`config.mk`:
```
export PLATFORM = sky130hd
export DESIGN_NAME = game_cmd_encoder
export DESIGN_NICKNAME = d
export VERILOG_FILES = /design/src/rtl/game_cmd_encoder.sv
export SDC_FILE = /design/constraint.sdc
export NUM_CORES = 1
export LEC_CHECK = 0
export CAP_MARGIN = 20
export CORE_AREA = 2 2 140 108
export DETAILED_ROUTE_END_ITERATION = 8
export DIE_AREA = 0 0 142 110
export PLACE_DENSITY_LB_ADDON = 0.3
export SYNTH_ARGS = -nofsm -noshare
export SYNTH_HDL_FRONTEND = slang
export SYNTH_SLANG_ARGS = --single-unit
```
`constraint.sdc`:
```
create_clock -name clk -period 3.06 [get_ports clk]
set_clock_uncertainty 0.2 [all_clocks]
set_input_delay 0.459 -clock clk [delete_from_list [all_inputs] [get_ports clk]]
set_output_delay 0.459 -clock clk [all_outputs]
set_load 0.01 [all_outputs]
```
`src/rtl/game_cmd_encoder.sv`:
```
// Pushbutton front end: synchronise, debounce and edge-detect start/pause/quit into {C,D,E} codes.
// Optional build macro CMD_HOLDOFF_EN blocks further presses until every button is released.
module game_cmd_encoder #(
  parameter int unsigned DEBOUNCE_CYCLES = 1000000,
  parameter int unsigned CNT_W           = 20
) (
  input  logic       clk,
  input  logic       reset,
  input  logic       btn_start,
  input  logic       btn_pause,
  input  logic       btn_quit,
  output logic       C,
  output logic       D,
  output logic       E,
  output logic [2:0] btn_level
);

  localparam logic [CNT_W-1:0] CntMax = CNT_W'(DEBOUNCE_CYCLES - 1);

  logic [2:0]       w_raw;
  logic [2:0]       r_meta;
  logic [2:0]       r_sync;
  logic [2:0]       r_level;
  logic [2:0]       r_level_prev;
  logic [CNT_W-1:0] r_cnt [3];
  logic [2:0]       w_edge;
  logic [2:0]       w_press;
  logic [2:0]       w_cmd;
  logic [2:0]       r_cmd;

  // Bit order {quit, pause, start} matches btn_level.
  assign w_raw = {btn_quit, btn_pause, btn_start};

  always_ff @(posedge clk or negedge reset) begin
    if (!reset) begin
      r_meta       <= '0;
      r_sync       <= '0;
      r_level_prev <= '0;
    end else begin
      r_meta       <= w_raw;
      r_sync       <= r_meta;
      r_level_prev <= r_level;
    end
  end

  for (genvar g = 0; g < 3; g++) begin : g_debounce
    always_ff @(posedge clk or negedge reset) begin
      if (!reset) begin
        r_level[g] <= 1'b0;
        r_cnt[g]   <= '0;
      end else if (r_sync[g] == r_level[g]) begin
        r_cnt[g] <= '0;
      end else if (r_cnt[g] == CntMax) begin
        r_level[g] <= r_sync[g];
        r_cnt[g]   <= '0;
      end else begin
        r_cnt[g] <= r_cnt[g] + CNT_W'(1);
      end
    end
  end

  assign w_edge = r_level & ~r_level_prev;

`ifdef CMD_HOLDOFF_EN
  logic r_holdoff;

  assign w_press = w_edge & {3{~r_holdoff}};

  // Set on any issued command; only a cycle with all levels low clears it.
  always_ff @(posedge clk or negedge reset) begin
    if (!reset) begin
      r_holdoff <= 1'b0;
    end else if (|w_press) begin
      r_holdoff <= 1'b1;
    end else if (r_level == 3'b000) begin
      r_holdoff <= 1'b0;
    end
  end
`else
  assign w_press = w_edge;
`endif

  // Priority quit > pause > start; simultaneous lower-priority presses are dropped.
  always_comb begin
    w_cmd = 3'b000;
    if (w_press[2]) begin
      w_cmd = 3'b010;
    end else if (w_press[1]) begin
      w_cmd = 3'b001;
    end else if (w_press[0]) begin
      w_cmd = 3'b100;
    end
  end

  always_ff @(posedge clk or negedge reset) begin
    if (!reset) begin
      r_cmd <= 3'b000;
    end else begin
      r_cmd <= w_cmd;
    end
  end

  assign C         = r_cmd[2];
  assign D         = r_cmd[1];
  assign E         = r_cmd[0];
  assign btn_level = r_level;

endmodule

```
==> impl_metrics.py <==
metrics = {
    "status": {
        "status": "completed",
    },
    "pwr": {
        "leakage_nw": 1.622,
        "ir_drop_mv": 0.3484,
        "power_density_nw_per_um2": 510.3,
        "total_power_w": 0.002097,
    },
    "synthesis": {
        "syn_inst": 345,
        "ys_types": 38,
        "ys_ff_latch": 75,
        "synth-main-ff-cell": "dfrtp_1",
        "synth.top_cells.by_count": "75 x dfrtp_1, 49 x nor2_1, 23 x xnor2_1",
        "ys_seq_area_share_pct": 53.61,
        "synth_area_um2": 3501,
        "syn_nets": 353,
        "ys_warn_count": 0,
        "yosys.area.top_type": "dfrtp_1",
        "avgSynthCellArea_um2": 10.15,
        "synthArstFlopShare_pct": 100.0,
        "yosysMostFrequentCell": "dfrtp_1",
        "synth.top_cell.area_share_pct": 53.61,
        "synth_edf_count": 0,
        "ys_top_cells_by_area": "dfrtp_1 54%, xnor2_1 5.8%, nor2_1 5.3%, xor2_1 4.3%, nand3_1 3.1%",
    },
    "drt": {
        "vias": 2537,
        "ant_nets": 0,
        "drt_iter0_drc": 192,
        "wl_mm": 7.048,
        "drc": 0,
        "wire_per_inst_um": 12.96,
        "drt_pre_antenna_iters": 4,
        "vias_per_cell": 4.664,
    },
    "placement": {
        "port_buffers": 10,
        "gp_congestion": 0.7605,
        "pre_cts_slack_ns": 0.7056,
        "hpwl_mm": 4.741,
    },
    "sta": {
        "fin_ws_ns": 0.6969,
        "finalHoldViolations": 0,
        "tightest_slew_ns": 0.9693,
        "clock.fmax_mhz": 423.2,
        "setup-tns-final_ns": 0,
        "rsz0062_at_grt": "no",
        "finalSetupViolCount": 0,
        "period_needed_ns": 2.363,
        "maxSlewViolCount": 0,
        "post-route-period-util_pct": 77.22,
        "max_slew_margin_pct": 35.38,
    },
    "worst_setup_path": {
        "arrival_ns": 2.41,
        "criticalPathCategory": "flip-flop to flip-flop",
        "endpoint_kind": "flip-flop",
        "path_max_fanout": 8,
        "cp-start-kind": "flip-flop",
        "worstPathRequired_ns": 3.11,
    },
    "flow_run": {
        "drv_cap": 0,
    },
    "die": {
        "die_y_um": 110,
        "start_util_pct": 24.63,
        "top_level_ports": 11,
        "core_region_area_um2": 14220,
        "die_w_um": 142,
        "die-area_um2": 15620,
        "num_rows": 38,
    },
    "cts": {
        "htreeDepth": 3,
        "clk_pin_slew_ns": 0.06,
        "cts_repair_resize_count": 0,
        "cts_num_sinks": 75,
        "clock_latency_ns": 0.33,
        "root_buffer": "clkbuf_16",
        "postCtsSetupRepairBufs": 0,
        "cts_hold_buf": 0,
        "cts_buffers": 9,
        "cts_buffer_depth": 2,
        "cts_tree": "done",
    },
    "cells_and_area": {
        "drive_gt1_share_pct": 9.890,
        "fillers": 1446,
        "multi_input_area_um2": 1543,
        "area_delta_synth_final_pct": 17.41,
        "seqCellArea_um2": 1877,
        "n_antenna_cell": 0,
        "nNetsFinal": 367,
    },
    "hold_path": {
        "hp-class": "primary input to async pin",
    },
    "global_routing": {
        "grt_first_pass_wirelength_mm": 12.02,
        "grt_overflow": 0,
        "grt_max_degree": 76,
        "antenna_found_initial": 0,
        "grt_pass1_vias": 2386,
        "grt_usage_pct": 9.841,
    },
}
critical path: stages, from the launching register on:
cell     delay (ns)
dfrtp_1        0.42
ha_1           0.26
nand2_1        0.10
or4_1          0.64
or3_2          0.49
a21oi_1        0.17
final timing paths:
kind	startpoint	end	slack, ns	depth (start not counted)
setup / recovery	r_cnt[20]	r_cnt[34]	0.70	5
hold / removal	reset	r_cnt[48]	0.08	1
max in group asynchronous	reset	r_cnt[30]	1.95	1
setup reg to reg	r_cnt[20]	r_cnt[34]	0.70	5
hold reg to reg	r_meta[2]	r_sync[2]	0.15	0
min in group clk	r_meta[2]	r_sync[2]	0.15	0
layout make-up:
cell class | instances | area share (%)
inverter | 12 | 1.096
timing repair buffer | 14 | 3.105
multi-input combinational | 247 | 37.53
tap | 180 | 5.479
clock inverter | 1 | 0.1218
sequential | 75 | 45.66
clock buffer | 15 | 7.002
sequential cells by signal (all words and copies together) (netlist names):
name,cells
r_level_prev,3
r_cmd,3
btn_level,3
r_sync,3
r_cnt,60
r_meta,3
kinds of logic (layout without fill, tap and decap cells):
logic type               Yosys count  after routing  synth area share [%]
AND/OR/NAND/NOR                  164            164                 25.30
AO/OA/AOI/OAI                     37             37                 6.362
adder cells (fa/ha/maj)            3              3                 1.072
buffers and inverters             23             42                 2.680
multiplexers                       3              3                0.9649
XOR/XNOR                          40             40                 10.01
flip-flops                        75             75                 53.61
layout by cell type, fill, tap and decap left out, types with 5 or more instances in the layout:
master	count
dfrtp_1	75
inv_1	12
and3_1	6
or4_1	10
clkbuf_16	9
buf_4	5
and4_1	5
nand3_1	22
nor4_1	8
clkdlybuf4s50_1	9
o21ai_0	8
nand2_1	17
a21oi_1	16
nor3_1	9
xnor2_1	23
o31ai_1	7
nand4_1	13
xor2_1	17
nor2_1	49
through the flow:
| stage | hold WS, ns | util [%] | area, um2 | instances |
|---|---|---|---|---|
| global route | 0.1586 | 28.91 | 4110 | 544 |
| CTS | 0.1280 | 28.91 | 4110 | 544 |
| detailed placement | 0.1371 | 26.85 | 3817 | 528 |
| floorplan | -0.03659 | - | 3501 | 345 |
| global placement | 0.1393 | 26.85 | 3817 | 528 |
| finish | 0.07754 | 28.91 | 4110 | 544 |
report_power, final:
group          leakage [nW]  internal, W  switching [W]
Clock                 0.146     0.000637       0.000381
Combinational         0.450    0.0000191      0.0000418
Sequential             1.03      0.00101      0.0000126
metal layers:
metal | vias up | part of all wire, % | track usage (%)
met2 | 45 | 42 | 14.60
met5 | - | 0 | 0
met3 | 8 | 4.3 | 3.326
met4 | 0 | 1.1 | 3.214
li1 | 1256 | - | -
met1 | 1228 | 52 | 13.53
Note: power is estimated with default switching activity, not from simulation.
